<file path="config.mk">
export PLATFORM = sky130hd
export DESIGN_NAME = bcd_to_bin_seq_flat
export DESIGN_NICKNAME = d
export VERILOG_FILES = /design/src/rtl/bcd_to_bin_seq_if.sv /design/src/rtl/bcd_to_bin_seq.sv /design/src/flat_wrapper.sv
export SDC_FILE = /design/constraint.sdc
export NUM_CORES = 1
export LEC_CHECK = 0
export ABC_AREA = 1
export CORE_MARGIN = 2
export CORE_UTILIZATION = 49
export CTS_BUF_LIST = sky130_fd_sc_hd__clkbuf_16
export CTS_CLUSTER_DIAMETER = 80
export DETAILED_ROUTE_END_ITERATION = 10
export PLACE_DENSITY_LB_ADDON = 0.3
export SETUP_SLACK_MARGIN = 0.4
export SYNTH_ARGS = -nofsm -noshare
export SYNTH_HDL_FRONTEND = slang
export SYNTH_SLANG_ARGS = --single-unit
export TNS_END_PERCENT = 30
</file>
<file path="constraint.sdc">
create_clock -name clk -period 1.4 [get_ports clk]
set_input_delay 0.14 -clock clk [delete_from_list [all_inputs] [get_ports clk]]
set_output_delay 0.14 -clock clk [all_outputs]
set_load 0.01 [all_outputs]
</file>
<file path="src/rtl/bcd_to_bin_seq_if.sv">
// Handshake and data bundle for the sequential 3-digit BCD to binary converter.
// The requester drives start and the digits; the converter returns busy/done/bin_out/err.
`timescale 1ns/1ps
interface bcd_to_bin_seq_if;
   logic       start;
   logic [3:0] hundreds;
   logic [3:0] tens;
   logic [3:0] ones;
   logic       busy;
   logic       done;
   logic [9:0] bin_out;
   logic       err;

   modport master (
      output start, hundreds, tens, ones,
      input  busy, done, bin_out, err
   );

   modport slave (
      input  start, hundreds, tens, ones,
      output busy, done, bin_out, err
   );
endinterface

</file>
<file path="src/rtl/bcd_to_bin_seq.sv">
// Sequential 3-digit BCD to 10-bit binary converter (reverse double-dabble, 10 shift cycles).
// Define BCD2BIN_DIGIT_CHK_EN to flag digits above 9 on err and skip the conversion.
`timescale 1ns/1ps
module bcd_to_bin_seq (
   input  logic            clk,
   input  logic            rst_n,
   bcd_to_bin_seq_if.slave bus
);

   typedef enum logic [1:0] {
      IDLE  = 2'd0,
      SHIFT = 2'd1,
      FIN   = 2'd2
   } state_t;

   state_t      state;
   logic [11:0] bcd_reg;
   logic [9:0]  bin_reg;
   logic [3:0]  cnt_reg;
   logic        busy_reg;
   logic        done_reg;
   logic [9:0]  bin_out_reg;

   logic [21:0] shifted;
   logic [11:0] bcd_adj;

   // One right shift of the combined register, then each BCD nibble that
   // picked up a carried-in 8 is corrected by subtracting 3.
   assign shifted = {bcd_reg, bin_reg} >> 1;

   generate
      for (genvar gi = 0; gi < 3; gi++) begin : g_adj
         logic [3:0] nib;
         assign nib                = shifted[10 + 4*gi +: 4];
         assign bcd_adj[4*gi +: 4] = (nib >= 4'd8) ? (nib - 4'd3) : nib;
      end
   endgenerate

`ifdef BCD2BIN_DIGIT_CHK_EN
   logic err_reg;
   logic digits_bad;

   assign digits_bad = (bus.hundreds > 4'd9) || (bus.tens > 4'd9) || (bus.ones > 4'd9);
   assign bus.err    = err_reg;
`else
   assign bus.err    = 1'b0;
`endif

   assign bus.busy    = busy_reg;
   assign bus.done    = done_reg;
   assign bus.bin_out = bin_out_reg;

   always_ff @(posedge clk or negedge rst_n) begin
      if (!rst_n) begin
         state       <= IDLE;
         bcd_reg     <= 12'd0;
         bin_reg     <= 10'd0;
         cnt_reg     <= 4'd0;
         busy_reg    <= 1'b0;
         done_reg    <= 1'b0;
         bin_out_reg <= 10'd0;
`ifdef BCD2BIN_DIGIT_CHK_EN
         err_reg     <= 1'b0;
`endif
      end else begin
         case (state)
            IDLE: begin
               done_reg <= 1'b0;
               if (bus.start) begin
                  bcd_reg  <= {bus.hundreds, bus.tens, bus.ones};
                  bin_reg  <= 10'd0;
                  cnt_reg  <= 4'd0;
                  busy_reg <= 1'b1;
`ifdef BCD2BIN_DIGIT_CHK_EN
                  // A bad request keeps err as is; it is (re)asserted with done.
                  if (digits_bad) begin
                     state <= FIN;
                  end else begin
                     err_reg <= 1'b0;
                     state   <= SHIFT;
                  end
`else
                  state <= SHIFT;
`endif
               end
            end

            SHIFT: begin
               bcd_reg <= bcd_adj;
               bin_reg <= shifted[9:0];
               cnt_reg <= cnt_reg + 4'd1;
               if (cnt_reg == 4'd9) begin
                  // Tenth shift: publish the result so done lands in the FIN cycle.
                  state       <= FIN;
                  busy_reg    <= 1'b0;
                  done_reg    <= 1'b1;
                  bin_out_reg <= shifted[9:0];
               end
            end

            FIN: begin
               if (done_reg) begin
                  done_reg <= 1'b0;
                  state    <= IDLE;
               end else begin
                  // Entered straight from IDLE on a rejected request.
                  busy_reg    <= 1'b0;
                  done_reg    <= 1'b1;
                  bin_out_reg <= 10'd0;
`ifdef BCD2BIN_DIGIT_CHK_EN
                  err_reg     <= 1'b1;
`endif
               end
            end

            default: begin
               state    <= IDLE;
               busy_reg <= 1'b0;
               done_reg <= 1'b0;
            end
         endcase
      end
   end

endmodule

</file>
<file path="src/flat_wrapper.sv">
// flat-port wrapper written by rule: the top's interface ports become plain ports
module bcd_to_bin_seq_flat 
  (clk, rst_n, bus_start, bus_hundreds, bus_tens, bus_ones, bus_busy, bus_done, bus_bin_out, bus_err);
  bcd_to_bin_seq_if bus_i ();
  input  logic clk;
  input  logic rst_n;
  input wire logic [$bits(bus_i.start)-1:0] bus_start;
  input wire logic [$bits(bus_i.hundreds)-1:0] bus_hundreds;
  input wire logic [$bits(bus_i.tens)-1:0] bus_tens;
  input wire logic [$bits(bus_i.ones)-1:0] bus_ones;
  output wire logic [$bits(bus_i.busy)-1:0] bus_busy;
  output wire logic [$bits(bus_i.done)-1:0] bus_done;
  output wire logic [$bits(bus_i.bin_out)-1:0] bus_bin_out;
  output wire logic [$bits(bus_i.err)-1:0] bus_err;
  assign bus_i.start = bus_start;
  assign bus_i.hundreds = bus_hundreds;
  assign bus_i.tens = bus_tens;
  assign bus_i.ones = bus_ones;
  assign bus_busy = bus_i.busy;
  assign bus_done = bus_i.done;
  assign bus_bin_out = bus_i.bin_out;
  assign bus_err = bus_i.err;
  bcd_to_bin_seq u_core (.clk(clk), .rst_n(rst_n), .bus(bus_i));
endmodule
</file>
==> out/summary.txt, run 1 <==
Reg clk slew, reported paths - 60 ps
GR Util All Layers - 0.241
Worst Hold Class - input pin to async pin
biggest area consumer among synthesized cells - dfrtp_1
drt first pass iters - 4
Cells after Synth - 250
Post-Syn Area per Cell - 8.25 um^2
largest net degree at the start of global routing - 24
vias in the first global route - 1,767
Synth Area in XOR/XNOR - 0.00425
top cell type's share of synthesized area - 0.473
DRC viols - 0
Post-DRT Antenna Nets - 0
worst flop-to-flop path endpoint - u_core.bin_reg[9]$_DFFE_PN0P_
grt ovf - 0
fin cells - 349
critical path, cell by cell - inv_2 -> ha_4 -> inv_4 -> nand2_8 -> nand2_8 -> buf_6 -> o22ai_2
Max Slew Vio Count - 0
largest family of logic cells by synthesized area - simple AND/OR/NAND/NOR gates
Synth Area in Simple Gates - 0.277
total die area - 4740 um^2
I/O pins - 28
status - finished clean
Crit path largest cell delay - 420 ps
CP startpoint kind - flop
fin crit share - 0.969
DR vias - 1,872
input/output buffers - 26
EDFF count, synth - 0
share of cells above drive strength 1 - 0.231
ys async rst share - 1.00
Yosys warning count - 0
core box area - 4030 um^2
CTS Buf Count - 5
unrepaired setup endpoints after global routing - true
R2R cell count - 7
slowest cell on the critical path - dfrtp_1
CTS tree - yes
max frequency - 737 MHz
# placed instances - 332
routed len/inst - 15.0 um
Worst R2R Start - u_core.state[0]$_DFFE_PN0P_
Net Count, Synth - 274
Primary FF master, synth - dfrtp_1
placer congestion estimate - 0.797
initial core utilization - 0.512
maxcap violations - 0
Final min period - 1360 ps
row count - 23
Total Wirelength - 5250 um
Clock Path Buffers - 2
die height - 68.9 um
final hold vios - 0
post-synthesis mux area share - 0
Die Width - 68.9 um
Setup crit end kind - flop
CP required - 1600 ps
Largest register FFs - 12
Seq/Total Area, Yosys - 0.473
Lkg Pwr - 0.00142 uW
Crit path top cell by count - nand2_8
Synth Area in Compound Gates - 0.0825
CP arrival - 1560 ps
worst reg-to-reg setup slack - 40 ps
final HPWL from detailed placement - 3260 um
Setup-failing EPs final - 0
Area Growth Syn to Fin - 39.1%
CP max FO - 9
Max VDD drop - 1.02 mV
Clock Root Buffer - clkbuf_16
pre-CTS setup slack - -39.9 ps
clk sink count - 39
DR iter-0 viols - 172
main area contributors after synthesis - dfrtp_1 47%, nand2_1 11%, nand4_1 5.8%, inv_1 5.6%, ha_1 5.5%
Vias/cell - 5.36
Layout Utilization - 0.712
adder-cell share of the synthesized area - 0.0546
Worst Skew - 2.75 ps
Synth Cell Area - 2060 um^2
first-pass GRT wire length - 8330 um
initial antenna violation count - 0
Yosys reg bits - 39
# H-tree levels - 2
Pwr per Cell Area - 2170 nW/um^2
nets@finish - 322
Clk Latency, worst-skew pair - 280 ps
antenna cell count - 0
post-synth cell types - 25
Setup CP Type - flop to flop
final setup margin - 43.3 ps
report_power, final:
group | internal (uW) | switching (uW)
Clock | 666 | 480
Sequential | 1500 | 263
Combinational | 1360 | 1950
cell usage in the layout, fill, tap and decap left out, types with 2 or more instances in the layout:
cell type,instances
inv_4,2
clkinvlp_4,2
clkbuf_16,5
buf_4,13
o211ai_1,3
o21a_1,2
nand3_1,11
dfrtp_1,39
o22ai_2,7
nand2_8,5
nand3_2,2
ha_4,2
o22ai_1,3
nand2_1,62
nand3_4,2
buf_6,8
inv_2,3
clkdlybuf4s50_1,17
o21ai_0,4
nand4_1,19
nand2_2,3
a21oi_1,6
inv_1,27
dlygate4sd2_1,7
o21ai_1,2
nand2_4,3
buf_2,3
ha_1,6
nor2_1,19
cell type report:
class,instances,area [um^2]
Timing Repair Buffer,51,469
Clock inverter,3,23.8
Fill cell,294,1160
Multi-Input combinational cell,168,1070
Tap cell,50,62.6
Inverter,33,136
Sequential cell,39,976
Clock buffer,5,125
cells by family after synthesis:
group,Yosys count
flip-flops,39
adder cells (fa/ha/maj),9
XOR/XNOR,1
other,1
AO/OA/AOI/OAI,29
buffers and inverters,45
AND/OR/NAND/NOR,126
worst max-delay path by stage:
| stage | startpoint | slack, ps | cells past startpoint | end |
|---|---|---|---|---|
| after floorplan | u_core.state[1]$_DFFE_PN0P_ | 100 | 8 | u_core.bcd_reg[10]$_DFFE_PN0P_ |
| after global placement | u_core.state[1]$_DFFE_PN0P_ | 7 | 6 | u_core.bin_reg[2]$_DFFE_PN0P_ |
| after detailed placement | u_core.state[1]$_DFFE_PN0P_ | -40 | 6 | u_core.bin_reg[6]$_DFFE_PN0P_ |
| after CTS | u_core.state[0]$_DFFE_PN0P_ | 90 | 9 | u_core.bcd_reg[2]$_DFFE_PN0P_ |
| after global routing | u_core.state[0]$_DFFE_PN0P_ | -4 | 7 | u_core.bin_reg[9]$_DFFE_PN0P_ |
| final | u_core.state[0]$_DFFE_PN0P_ | 40 | 7 | u_core.bin_reg[9]$_DFFE_PN0P_ |
cells in the mapped netlist (2+ instances only):
| master | number |
|---|---|
| buf_4 | 4 |
| o21ai_0 | 5 |
| a21oi_1 | 7 |
| nand4_1 | 19 |
| inv_2 | 2 |
| nand2_2 | 7 |
| ha_1 | 9 |
| buf_6 | 3 |
| o21a_1 | 2 |
| dfrtp_1 | 39 |
| nor2_1 | 20 |
| nand3_1 | 14 |
| o22ai_1 | 10 |
| clkbuf_1 | 3 |
| o21ai_1 | 2 |
| inv_1 | 31 |
| o211ai_1 | 3 |
| nand2_1 | 63 |
critical path: cells and delay by family, from the launching register on:
kind / cells / cell delay [ps]
AOI/OAI and AO/OA: 1 / 160
adders and majority gates: 1 / 170
buffers and inverters: 3 / 310
DFF: 1 / 420
and+or+nand+nor: 2 / 180
repair_timing:
item / in CTS / in global routing
endpoints found under the setup margin: 51 / 51
hold endpoints to repair: 16 / 0
hold buffers: 1 / 0
pin swaps: 6 / 5
resized for setup: 40 / 15
setup buffers: 4 / 0
cloned: 2 / 2
per-stage QoR:
step | hold WS [ps] | setup TNS, ps | total power [uW] | area (um^2)
after floorplan | -156 | 0 | 3570 | 2090
after global placement | 96.4 | 0 | 4200 | 2440
after global routing | 367 | -4.33 | 6650 | 2870
after CTS | 343 | 0 | 5990 | 2820
final | 322 | 0 | 6220 | 2870
after detailed placement | 101 | -249 | 4290 | 2440
per-layer routing:
layer | global-route usage | wire [um] | vias up
li1 | - | - | 909
met5 | 0 | 0 | -
met3 | 0.0519 | 256 | 8
met2 | 0.381 | 2610 | 62
met4 | 0.0809 | 80 | 0
met1 | 0.329 | 2300 | 893
Power figures use the tool's default switching activity.
==> run 2: changes to the inputs <==
PLACE_DENSITY = 0.81   (was unset)
PLACE_DENSITY_LB_ADDON = unset   (was 0.3)
==> run 2 against run 1 <==
Effect of this change:
- final area rose by 2.5%
- clock skew rose by 2.5 ps
- fmax fell by 1.1%
==> out/summary.txt, run 2 (synthesis gave the netlist of run 1 again) <==
Vias/cell - 5.64 (+5.1%)
maxcap violations - 0 (unchanged)
antenna cell count - 0 (unchanged)
fin cells - 348 (-0.29%)
Reg clk slew, reported paths - 60 ps (about the same)
# H-tree levels - 2 (unchanged)
CTS Buf Count - 5 (unchanged)
initial core utilization - 0.512 (unchanged)
CP startpoint kind - flop
Post-DRT Antenna Nets - 0 (unchanged)
DRC viols - 0 (unchanged)
post-route cell area - 2940 um^2 (+2.5%)
unrepaired setup endpoints after global routing - true
status - finished clean
Clock Root Buffer - clkbuf_16
initial antenna violation count - 0 (unchanged)
Area Growth Syn to Fin - 42.6%
# placed instances - 333 (+0.30%)
Clk Latency, worst-skew pair - 290 ps (about the same)
Total Wirelength - 5770 um (+9.9%)
first-pass GRT wire length - 8390 um (+0.74%)
DR vias - 1,961 (+4.8%)
grt ovf - 0 (unchanged)
CP max FO - 8 (-1)
Worst Hold Class - input pin to async pin
Cell Area, Placed - 2460 um^2 (+0.82%)
max frequency - 729 MHz (-1.1%)
Pwr per Cell Area - 2270 nW/um^2 (+4.8%)
GR Util All Layers - 0.247 (+0.00665)
CP arrival - 1540 ps (-20 ps)
placer congestion estimate - 0.817 (+2.5%)
largest net degree at the start of global routing - 22 (-8.3%)
Largest register FFs - 12 (unchanged)
Clock Path Buffers - 2 (unchanged)
I/O pins - 28 (unchanged)
final HPWL from detailed placement - 3190 um (-2.1%)
share of cells above drive strength 1 - 0.289 (+0.0578)
total die area - 4740 um^2 (unchanged)
Setup CP Type - flop to flop
CTS tree - yes
row count - 23 (unchanged)
commonest cells after routing, fill and taps aside - 61 x nand2_1, 38 x dfrtp_1, 28 x inv_1, 19 x nand4_1, 15 x nor2_1
WHS - 348 ps (+26.1 ps)
final setup margin - 27.8 ps (-15.6 ps)
drt first pass iters - 4 (unchanged)
CP required - 1560 ps (-40 ps)
DR iter-0 viols - 113 (-34%)
# fillers - 260 (-12%)
nets@finish - 321 (-0.31%)
clk sink count - 39 (unchanged)
Setup-failing EPs final - 0 (unchanged)
Die Width - 68.9 um (unchanged)
die height - 68.9 um (unchanged)
pre-CTS setup slack - -8.82 ps (+31.1 ps)
Max Slew Vio Count - 0 (unchanged)
Setup crit end kind - flop
final hold vios - 0 (unchanged)
Worst Skew - 5.30 ps (+2.55 ps)
fin crit share - 0.980 (+0.0111)
most common cell after layout, fill and taps aside - nand2_1
routed len/inst - 16.6 um (+10%)
Lkg Pwr - 0.00147 uW (+3.6%)
vias in the first global route - 1,841 (+4.2%)
input/output buffers - 26 (unchanged)
Max VDD drop - 1.06 mV (+3.8%)
core box area - 4030 um^2 (unchanged)
Final min period - 1370 ps (+15.6 ps)
[run 2: area by class of cell]
cell class / instances / area, um^2 / share of cell area
Clock buffer: 5 / 125 / 0.0426
Tap cell: 50 / 62.6 / 0.0213
Clock inverter: 3 / 43.8 / 0.0149
Sequential cell: 39 / 977 / 0.332
Multi-Input combinational cell: 169 / 1140 / 0.389
Timing Repair Buffer: 49 / 453 / 0.154
Inverter: 33 / 134 / 0.0455
[run 2: per-stage QoR]
step	total power, uW	TNS, ps	utilization
2_1_floorplan	3570	0	-
3_3_place_gp	4230	0	0.612
3_5_place_dp	4340	-11.7	0.612
4_1_cts	6050	0	0.691
5_1_grt	7070	-65.7	0.730
6_report	6680	0	0.730
[run 2: layer usage]
layer / global-route usage / wire [um] / vias up
li1: - / - / 912
met1: 0.303 / 2380 / 956
met2: 0.400 / 2840 / 68
met5: 0 / 0 / -
met3: 0.0617 / 291 / 25
met4: 0.135 / 259 / 0
[run 2: path summary, 6_finish.rpt]
kind | start | to | slack [ps] | cells past startpoint
max | u_core.state[1]$_DFFE_PN0P_ | u_core.bus.busy$_DFFE_PN0P_ | 30 | 6
max in group asynchronous | rst_n | u_core.bus.done$_DFFE_PN0P_ | 570 | 3
max reg2reg | u_core.state[1]$_DFFE_PN0P_ | u_core.bus.busy$_DFFE_PN0P_ | 30 | 6
min reg2reg | u_core.bus.bin_out[8]$_DFFE_PN0P_ | u_core.bus.bin_out[8]$_DFFE_PN0P_ | 470 | 2
min | rst_n | u_core.cnt_reg[2]$_DFFE_PN0P_ | 350 | 2
min in group clk | bus_hundreds[3] | u_core.bcd_reg[11]$_DFFE_PN0P_ | 430 | 3
[run 2: report_power, final]
group          total (uW)  switching (uW)  internal [uW]
logic                3600            2150           1450
clock network        1300             461            840
registers            1780             278           1500
total                6680            2890           3790
[run 2: critical path, cell delays in order (launching register included)]
cell and delay (ps):
dfrtp_1 390, inv_2 100, ha_4 250, nand2_4 130, buf_4 170, nand4_1 110, nand2_1 90
[run 2: timing repair]
action                                  CTS  global route
resized for setup                        30            59
gates cloned                              3             1
hold buffers                              1             0
endpoints found under the setup margin   51            51
buffers inserted                          2             0
pin swaps                                 7            13
hold endpoints to repair                 18             0
==> run 3: changes to the inputs <==
CORE_ASPECT_RATIO = 1.5   (was unset)
CORE_UTILIZATION = 30   (was 49)
PLACE_DENSITY = 0.57   (was 0.81)
==> run 3 against run 2 <==
Effect of this change:
- total power decreased by 1.4%
- critical endpoint is now u_core.bcd_reg[10]$_DFFE_PN0P_
- highest routed layer unchanged
- global-route usage decreased by 10 points
- first-iteration DRC count increased by 2.7%
- sequential share of layout area decreased by 0.95 points
- cell count increased by 9.2%
- via count decreased by 7.3%
- sequential power decreased by 2%
- combinational power decreased by 6.1%
==> out/summary.txt, run 3 (synthesis gave the netlist of run 1 again) <==
input/output buffers - 26 (unchanged)
placer congestion estimate - 0.753 (-7.8%)
share of cells above drive strength 1 - 0.278 (-0.0104)
maxcap violations - 0 (unchanged)
Total Wirelength - 5000 um (-13%)
Setup crit start - u_core.state[0]$_DFFE_PN0P_
WHS - 350 ps (+1.81 ps)
Pwr per Cell Area - 2180 nW/um^2 (-4.1%)
final hold vios - 0 (unchanged)
Clk Latency, worst-skew pair - 280 ps (about the same)
Reg clk slew, reported paths - 60 ps (about the same)
grt ovf - 0 (unchanged)
initial antenna violation count - 0 (unchanged)
I/O pins - 28 (unchanged)
GR Util All Layers - 0.147 (-0.101)
largest net degree at the start of global routing - 40 (+82%)
vias in the first global route - 1,865 (+1.3%)
Area Growth Syn to Fin - 46.6%
drt first pass iters - 4 (unchanged)
Lkg Pwr - 0.00158 uW (+7.3%)
DR iter-0 viols - 116 (+2.7%)
critical path, cell by cell - inv_2 -> ha_4 -> inv_4 -> nand2_8 -> nand2_8 -> buf_6 -> o21a_1
routed len/inst - 13.2 um (-21%)
Clock Root Buffer - clkbuf_16
Setup crit end kind - flop
Crit path largest cell delay - 430 ps (+40 ps)
Final min period - 1340 ps (-36.1 ps)
nets@finish - 325 (+1.2%)
Worst Skew - 2.12 ps (-3.18 ps)
CTS Buf Count - 5 (unchanged)
core box area - 6760 um^2 (+68%)
R2R cell count - 7 (+1)
Crit path top cell by count - nand2_8
DR vias - 1,818 (-7.3%)
slowest cell on the critical path - dfrtp_1
Post-DRT Antenna Nets - 0 (unchanged)
DRC viols - 0 (unchanged)
Setup CP Type - flop to flop
clk sink count - 39 (unchanged)
Worst R2R Start - u_core.state[0]$_DFFE_PN0P_
status - finished clean
initial core utilization - 0.305 (-0.207)
Worst Hold Class - input pin to async pin
worst reg-to-reg setup slack - 60 ps (+40 ps)
row count - 37 (+61%)
Clock Path Buffers - 2 (unchanged)
final HPWL from detailed placement - 3290 um (+3.1%)
Max VDD drop - 0.872 mV (-17%)
Die Width - 71.7 um (+4.1%)
unrepaired setup endpoints after global routing - true
# H-tree levels - 2 (unchanged)
Final Power - 6590 uW (-1.4%)
commonest cells after routing, fill and taps aside - 55 x nand2_1, 39 x dfrtp_1, 28 x inv_1, 19 x nand4_1
CP arrival - 1510 ps (-30 ps)
CTS tree - yes
CP startpoint kind - flop
fin crit share - 0.954 (-0.0258)
Setup-failing EPs final - 0 (unchanged)
max frequency - 748 MHz (+2.7%)
total die area - 7570 um^2 (+60%)
first-pass GRT wire length - 8630 um (+2.9%)
most common cell after layout, fill and taps aside - nand2_1
antenna cell count - 0 (unchanged)
worst flop-to-flop path endpoint - u_core.bcd_reg[10]$_DFFE_PN0P_
die height - 106 um (+53%)
CP required - 1570 ps (about the same)
CP max FO - 5 (-3)
Largest register FFs - 12 (unchanged)
Max Slew Vio Count - 0 (unchanged)
Vias/cell - 4.78 (-15%)
[run 3: cell types whose count changed in the layout (fill, tap and decap cells not counted), sizes merged]
cell / change
clkbuf: -5
bufinv: +1
clkinvlp: +1
buf: +5
clkinv: -2
nand3: -1
dlymetal6s2s: +5
[run 3: report_power, final]
group	switching [uW]	internal, uW
Combinational	1910	1470
Clock	445	1020
Sequential	239	1500
Total	2600	3990
[run 3: worst max-delay path by stage]
stage	endpoint	slack [ps]	depth (start not counted)
3_3_place_gp	u_core.bcd_reg[8]$_DFFE_PN0P_	-10	5
5_1_grt	u_core.cnt_reg[3]$_DFFE_PN0P_	-4	8
3_5_place_dp	u_core.bus.bin_out[6]$_DFFE_PN0P_	-40	7
6_report	u_core.bcd_reg[10]$_DFFE_PN0P_	60	7
2_1_floorplan	u_core.bcd_reg[10]$_DFFE_PN0P_	100	8
4_1_cts	u_core.cnt_reg[2]$_DFFE_PN0P_	70	8
[run 3: metal layers]
layer  part of all wire  GRT usage
met5                  0          0
met4              0.023     0.0701
met3              0.034     0.0296
met2               0.57      0.279
met1               0.37      0.145
[run 3: layout make-up]
type,count,area [um^2]
repair buffers,54,527
well taps,78,97.6
clock inverters,3,67.6
multi-input cells,168,1100
clock buffers,5,125
inverters,33,131
flip-flops and latches,39,976
fillers,680,3740
[run 3: worst max-delay path, delay by kind of cell (launching register included)]
kind	cells	cell delay, ps
DFF	1	430
buffers and inverters	3	280
AOI/OAI and AO/OA	1	170
adders and majority gates	1	170
and+or+nand+nor	2	160
[run 3: metrics by stage]
step	instances	utilization	setup TNS (ps)	instance area, um^2	worst slack (ps)
6_report	380	0.447	0	3020	63.8
3_3_place_gp	361	0.370	-80.3	2500	-13.4
3_5_place_dp	361	0.370	-347	2500	-35.1
5_1_grt	380	0.447	-14.1	3020	-4.01
2_1_floorplan	250	-	0	2090	102
4_1_cts	380	0.434	0	2940	72.0
[run 3: repair_timing]
action | in CTS | in global routing
gates resized for setup | 33 | 47
endpoints found under the hold margin | 39 | 0
setup buffers | 6 | 0
pin swaps | 12 | 24
cloned | 4 | 0
endpoints found under the setup margin | 51 | 51
hold buffers | 1 | 0
